`src/rtl/v_mem_resp_pkg.sv`:
```
// Shared definitions for the vector-memory responder: FSM state codes,
// beat geometry, error reasons and the beat-lane slice helper.
`ifndef V_MEM_RESP_PKG_SV
`define V_MEM_RESP_PKG_SV

// Select beat lane k (width w) out of a packed vector; lane 0 is the LSBs.
`define V_MEM_LANE(vec, k, w) vec[(k)*(w) +: (w)]

package v_mem_resp_pkg;

    // A 512-bit vector moves as eight 64-bit SRAM beats.
    localparam int BEATS = 8;
    localparam int CNT_W = $clog2(BEATS);

    // FSM state encodings.
    localparam logic [1:0] ST_IDLE    = 2'd0;
    localparam logic [1:0] ST_RD      = 2'd1;
    localparam logic [1:0] ST_RD_TAIL = 2'd2;
    localparam logic [1:0] ST_WR      = 2'd3;

    // Error reasons. Only the read/write conflict is reported today;
    // misalignment is reserved for a future flag.
    localparam logic [1:0] ERR_NONE        = 2'd0;
    localparam logic [1:0] ERR_RW_CONFLICT = 2'd1;
    localparam logic [1:0] ERR_MISALIGN    = 2'd2;

    // True on the final beat of a transfer.
    function automatic logic is_last(input logic [CNT_W-1:0] c);
        return c == CNT_W'(BEATS - 1);
    endfunction

endpackage

`endif

```
`src/rtl/v_mem_beat_pack.sv`:
```
// Beat packing datapath: holds the accepted write vector and serves one
// lane per beat, and assembles read beats into the output vector in place.
module v_mem_beat_pack
    import v_mem_resp_pkg::*;
#(
    parameter int DATA_W = 512,
    parameter int BEAT_W = 64
) (
    input  logic              clk,
    input  logic              rst_n,
    input  logic              load,
    input  logic [DATA_W-1:0] din,
    input  logic [CNT_W-1:0]  wsel,
    output logic [BEAT_W-1:0] wlane,
    input  logic              cap,
    input  logic [CNT_W-1:0]  cap_sel,
    input  logic [BEAT_W-1:0] rdata,
    output logic [DATA_W-1:0] dout
);

    logic [DATA_W-1:0]             wbuf;
    logic [BEATS-1:0][BEAT_W-1:0]  rbuf;

    // Latch the whole write vector when a write is accepted; later
    // changes on the request bus must not leak into the transfer.
    always_ff @(posedge clk or negedge rst_n) begin
        if (!rst_n)    wbuf <= '0;
        else if (load) wbuf <= din;
    end

    assign wlane = `V_MEM_LANE(wbuf, wsel, BEAT_W);

    // Drop each returning read beat into its lane; other lanes keep the
    // previous vector until their own beat arrives.
    always_ff @(posedge clk or negedge rst_n) begin
        if (!rst_n)   rbuf <= '0;
        else if (cap) rbuf[cap_sel] <= rdata;
    end

    assign dout = rbuf;

endmodule

```
`src/rtl/v_mem_resp.sv`:
```
// Vector-memory responder: turns one 512-bit read or write request into
// eight 64-bit accesses on a single-port SRAM with 1-cycle read latency.
module v_mem_resp
    import v_mem_resp_pkg::*;
#(
    parameter int ADDR_W = 64,
    parameter int DATA_W = 512,
    parameter int BEAT_W = 64,
    parameter int RAM_AW = 16
) (
    input  logic              clk,
    input  logic              rst_n,
    input  logic              vmem_ren_i,
    input  logic              vmem_wen_i,
    input  logic [ADDR_W-1:0] vmem_raddr_i,
    input  logic [ADDR_W-1:0] vmem_waddr_i,
    input  logic [DATA_W-1:0] vmem_din_i,
    output logic              vmem_busy_o,
    output logic [DATA_W-1:0] vmem_dout_o,
    output logic              vmem_rvalid_o,
    output logic              vmem_wack_o,
    output logic              vmem_err_o,
    output logic              ram_en_o,
    output logic              ram_we_o,
    output logic [RAM_AW-1:0] ram_addr_o,
    output logic [BEAT_W-1:0] ram_wdata_o,
    input  logic [BEAT_W-1:0] ram_rdata_i
);

    logic [1:0]        state, state_nxt;
    logic [CNT_W-1:0]  cnt;
    logic [RAM_AW-1:0] base;
    logic              cap_vld;
    logic [CNT_W-1:0]  cap_idx;
    logic              rvalid_q, wack_q;
    logic [1:0]        err_code;
    logic              idle, take_wr, take_rd, last, in_rd, in_wr;
    logic [BEAT_W-1:0] wlane;

    // Byte-offset bits and bits above the SRAM range are dropped on purpose.
    logic unused_addr_bits;
    assign unused_addr_bits = ^{vmem_raddr_i[ADDR_W-1:RAM_AW+3], vmem_raddr_i[2:0],
                                vmem_waddr_i[ADDR_W-1:RAM_AW+3], vmem_waddr_i[2:0]};

    assign idle    = (state == ST_IDLE);
    assign in_rd   = (state == ST_RD);
    assign in_wr   = (state == ST_WR);
    assign last    = is_last(cnt);
    // Write wins a read/write collision; the read must be re-presented.
    assign take_wr = idle && vmem_wen_i;
    assign take_rd = idle && vmem_ren_i && !vmem_wen_i;

    // Next-state decode.
    always_comb begin
        state_nxt = state;
        case (state)
            ST_IDLE:    if (take_wr) state_nxt = ST_WR;
                        else if (take_rd) state_nxt = ST_RD;
            ST_RD:      if (last) state_nxt = ST_RD_TAIL;
            ST_RD_TAIL: state_nxt = ST_IDLE;
            ST_WR:      if (last) state_nxt = ST_IDLE;
            default:    state_nxt = ST_IDLE;
        endcase
    end

    // State, beat counter and latched base word address.
    always_ff @(posedge clk or negedge rst_n) begin
        if (!rst_n) begin
            state <= ST_IDLE;
            cnt   <= '0;
            base  <= '0;
        end else begin
            state <= state_nxt;
            cnt   <= (in_rd || in_wr) ? cnt + CNT_W'(1) : '0;
            if (take_wr)      base <= vmem_waddr_i[RAM_AW+2:3];
            else if (take_rd) base <= vmem_raddr_i[RAM_AW+2:3];
        end
    end

    // Read data trails the SRAM address by one cycle; remember which lane
    // the returning beat belongs to.
    always_ff @(posedge clk or negedge rst_n) begin
        if (!rst_n) begin
            cap_vld <= 1'b0;
            cap_idx <= '0;
        end else begin
            cap_vld <= in_rd;
            cap_idx <= cnt;
        end
    end

    // Completion and error pulses, each one cycle wide.
    always_ff @(posedge clk or negedge rst_n) begin
        if (!rst_n) begin
            rvalid_q <= 1'b0;
            wack_q   <= 1'b0;
            err_code <= ERR_NONE;
        end else begin
            rvalid_q <= (state == ST_RD_TAIL);
            wack_q   <= in_wr && last;
            err_code <= (idle && vmem_ren_i && vmem_wen_i) ? ERR_RW_CONFLICT : ERR_NONE;
        end
    end

    v_mem_beat_pack #(
        .DATA_W (DATA_W),
        .BEAT_W (BEAT_W)
    ) u_pack (
        .clk     (clk),
        .rst_n   (rst_n),
        .load    (take_wr),
        .din     (vmem_din_i),
        .wsel    (cnt),
        .wlane   (wlane),
        .cap     (cap_vld),
        .cap_sel (cap_idx),
        .rdata   (ram_rdata_i),
        .dout    (vmem_dout_o)
    );

    // SRAM port is a pure decode of state so reset silences it at once.
    assign ram_en_o      = in_rd || in_wr;
    assign ram_we_o      = in_wr;
    assign ram_addr_o    = ram_en_o ? base + RAM_AW'(cnt) : '0;
    assign ram_wdata_o   = in_wr ? wlane : '0;

    assign vmem_busy_o   = !idle;
    assign vmem_rvalid_o = rvalid_q;
    assign vmem_wack_o   = wack_q;
    assign vmem_err_o    = (err_code == ERR_RW_CONFLICT);

endmodule

```
`config.mk`:
```
export PLATFORM = sky130hd
export DESIGN_NAME = v_mem_resp
export DESIGN_NICKNAME = d
export VERILOG_FILES = /design/src/rtl/v_mem_resp_pkg.sv /design/src/rtl/v_mem_beat_pack.sv /design/src/rtl/v_mem_resp.sv
export SDC_FILE = /design/constraint.sdc
export NUM_CORES = 2
export LEC_CHECK = 0
export ABC_AREA = 1
export ABC_CLOCK_PERIOD_IN_PS = 3300
export CAP_MARGIN = 20
export CORE_AREA = 2 2 505 507
export CTS_BUF_LIST = sky130_fd_sc_hd__clkbuf_16
export DETAILED_ROUTE_END_ITERATION = 10
export DIE_AREA = 0 0 507 509
export GPL_TIMING_DRIVEN = 0
export SKIP_LAST_GASP = 1
export SLEW_MARGIN = 0
export SYNTH_ARGS = -nofsm -noshare
export SYNTH_HDL_FRONTEND = slang
export SYNTH_HIERARCHICAL = 1
export SYNTH_SLANG_ARGS = --single-unit
```
`constraint.sdc`:
```
create_clock -name clk -period 3.3 [get_ports clk]
set_input_delay 0.825 -clock clk [delete_from_list [all_inputs] [get_ports clk]]
set_output_delay 0.825 -clock clk [all_outputs]
set_load 0.01 [all_outputs]
```
==> impl_summary.log <==
[metrics] CTS tree: done
[metrics] total of buffers placed on input and output ports: 1,209
[metrics] Max-Slew Margin vs Limit: 21.65%
[metrics] global-route wire length before repair: 344,700 um
[metrics] height of the die: 509 um
[metrics] R2R Path Start: state[1]$_DFFE_PN0P_
[metrics] violated checks: negative setup slack
[metrics] num rows: 185
[metrics] Yosys reg bits: 1,052
[metrics] capturing element type of the critical path: output port
[metrics] Post-Synthesis Net Count: 6,158
[metrics] highest fanout seen on the critical path: 7
[metrics] half-perimeter wire length of the detailed placement result: 206,400 um
[metrics] filler instances: 27,290
[metrics] capturing point of the worst reg2reg path: u_pack/wbuf[211]$_DFFE_PN0P_
[metrics] Antenna Violating Nets Remaining: 0
[metrics] share of the synthesized area in compound gates (AO/OA/AOI/OAI): 12.09%
[metrics] mux cell area share after synthesis: 0%
[metrics] final count of negative-setup-slack endpoints: 78
[metrics] Worst Setup Slack, final: -285.1 ps
[metrics] Die W: 507 um
[metrics] unrepaired setup endpoints after global routing: true
[metrics] result of the run: complete, but fails checks
[metrics] detailed-router iteration count before antenna repair: 6
[metrics] Achievable Freq: 278.9 MHz
[metrics] final design instance area without fill: 68,610 um2
[metrics] Final min period: 3585 ps
[metrics] Synth Area in Adders: 0.1827%
[metrics] Multi-input gate area: 15,680 um2
[metrics] power density relative to cell area: 1059 nW/um2
[metrics] number of synthesis warnings: 6
[metrics] number of CTS-inserted buffers: 118
[metrics] final wirelength: 257,900 um
[metrics] required time of the critical path: 2470 ps
[metrics] number of design rule violations left after detail routing: 0
[metrics] combinational family with the most area after synthesis: simple AND/OR/NAND/NOR gates
[metrics] Critical Path Source: cnt[1]$_DFF_PN0_
[metrics] number of max-slew violations in the final report: 0
[metrics] synthesized area per cell: 8.302 um2
[metrics] initial antenna violation count: 64
[metrics] placeable core region: 252,800 um2
[metrics] number of global-route vias before repair: 43,170
[metrics] Max Root-Sink Buffers: 3
[metrics] most frequent cells in the layout: nand2_1, clkdlybuf4s50_1, dfrtp_1
[metrics] maximum number of pins on one net before global-route repair: 179
[metrics] Hold Worst Slack: 87.53 ps
[metrics] Total Die Area: 258,100 um2
[metrics] total number of vias: 43,250
[metrics] placer congestion estimate: 0.9386
[metrics] initial drt markers: 3,358
[metrics] number of primary I/O pins: 1,306
[metrics] minimum setup slack after placement: -1432 ps
[metrics] buffer type at the clock tree root: clkbuf_16
[metrics] Post-Synth XOR/XNOR Area: 0%
[metrics] post-synthesis cell area: 45,200 um2
[metrics] Clock Sink Count: 1,052
[metrics] maximum resistive drop on vdd: 509.1 uV
[metrics] layout-stage area growth over the synthesis result: 51.80%
[metrics] Critical Path Sink: ram_wdata_o[12]
[metrics] clock skew: 45.02 ps
[metrics] clk slew on worst S/H paths: 60 ps
[metrics] Storage cell area: 26,340 um2
[metrics] simple-gate share of the synthesized area: 19.76%
[metrics] hold crit path type: in -> async
[metrics] cell depth of the worst flop-to-flop path: 10
[metrics] Initial Utilization: 17.88%
[metrics] Leak: 0.03150 uW
[metrics] Tcrit/Tclk final: 108.6%
[metrics] post-detailed-placement cell area: 61,760 um2
[metrics] Global Route Usage Sum: 19.27%
[metrics] max_cap viols: 0
[metrics] number of standard cells after synthesis: 5,444
[metrics] depth of the CTS H-tree: 3
[metrics] Avg WL per Cell: 24.93 um
[metrics] final hold violation count: 0
[metrics] number of distinct standard cells referenced by the synthesized netlist: 26
[metrics] clock latency on the worst-skew pair: 770 ps
[metrics] startpoint-to-endpoint class of the critical path: reg -> out
[metrics] Worst Max-Slew Pin Slew: 1175 ps
[metrics] most common cell after layout, fill and taps aside: nand2_1
[metrics] aggregate global routing overflow: 0
[metrics] sequential share of the synthesized area: 58.25%
[metrics] Critical Path Start Type: flip-flop
[metrics] via/cell ratio: 4.182
[metrics] proportion of layout cells with a drive suffix above 1: 11.56%
[metrics] worst endpoint data arrival time: 2760 ps
[metrics] number of nets at the end of the flow: 7,563
[metrics] slack of the worst reg-to-reg path: 180 ps
[synthesized netlist by cell type, drive strengths merged]
cell / n / area [um2]
nand2: 1855 / 6973
dfrtp: 1052 / 26330
o21ai: 968 / 4845
inv: 674 / 2530
nand3: 266 / 1331
buf: 216 / 1394
nor2: 162 / 620.6
clkbuf: 124 / 465.5
a21oi: 109 / 545.5
a22oi: 7 / 52.55
ha: 5 / 62.56
a211oi: 1 / 7.510
clkinv: 1 / 5.000
fa: 1 / 20.02
nor3: 1 / 5.000
o21a: 1 / 7.510
o22ai: 1 / 6.260
[flip-flops by register name, summed over array words and instances (netlist names)]
name / cells
state: 2
vmem_rvalid_o: 1
err_code: 1
cnt: 3
u_pack/wbuf: 512
base: 16
vmem_wack_o: 1
u_pack/dout: 512
cap_idx: 3
cap_vld: 1
[report_power, final]
part / switching (uW) / total (uW) / internal (uW)
logic: 22300 / 37500 / 15100
registers: 2880 / 22100 / 19300
clock network: 5790 / 13100 / 7280
total: 31000 / 72700 / 41700
[cell type report]
| type | instances | area share, % |
|---|---|---|
| flip-flops and latches | 1052 | 38.39 |
| multi-input cells | 3377 | 22.85 |
| repair buffers | 1287 | 19.25 |
| well taps | 3366 | 6.139 |
| clock buffers | 120 | 4.377 |
| plain buffers | 338 | 3.988 |
| inverters | 675 | 3.750 |
| clock inverters | 97 | 1.142 |
| diodes | 32 | 0.1167 |
[worst min path at each step]
stage,end,from,slack (ps)
floorplan,cap_idx[0]$_DFF_PN0_,cnt[0]$_DFF_PN0_,420
global placement,u_pack/dout[156]$_DFFE_PN0P_,u_pack/dout[156]$_DFFE_PN0P_,460
detailed placement,u_pack/dout[11]$_DFFE_PN0P_,u_pack/dout[11]$_DFFE_PN0P_,470
CTS,u_pack/dout[325]$_DFFE_PN0P_,rst_n,50
global route,u_pack/dout[138]$_DFFE_PN0P_,rst_n,100
finish,u_pack/dout[86]$_DFFE_PN0P_,rst_n,90
[through the flow]
step	instances	total power [uW]	utilization (%)	setup TNS, ps
global placement	10020	55480	24.33	-
detailed placement	10030	55690	24.43	-620950
global route	10320	77350	27.12	-25270
CTS	10280	71570	26.66	-123850
finish	10340	72690	27.14	-13760
floorplan	5444	36820	-	0
[timing repair]
action | CTS | global route
pin swaps | 38 | 69
setup endpoints to repair | 490 | 551
gates cloned | 6 | 9
setup buffers | 24 | 26
endpoints found under the hold margin | 55 | 0
hold buffers | 3 | 0
gates resized for setup | 673 | 320
[metal layers]
layer	track usage, %	up-vias	wire, um
met5	0	-	190
met4	11.80	28	18850
met3	3.691	572	16840
met2	36.38	1924	135200
met1	19.41	20910	86830
li1	-	19820	-
[cells by family after synthesis]
kind of cell,after synthesis
compound gates,1087
fa+ha+maj,6
buf+inv,1015
flops,1052
simple gates,2284
[worst max-delay path: stages, from the launching register on]
cell	delay, ps
dfrtp_4	600
clkinv_8	130
clkbuf_16	220
buf_12	150
nand3_2	150
nand2_1	110
nand2_1	80
nand2_1	70
inv_1	50
nor2_2	160
clkdlybuf4s15_2	260
Power figures use the tool's default switching activity.
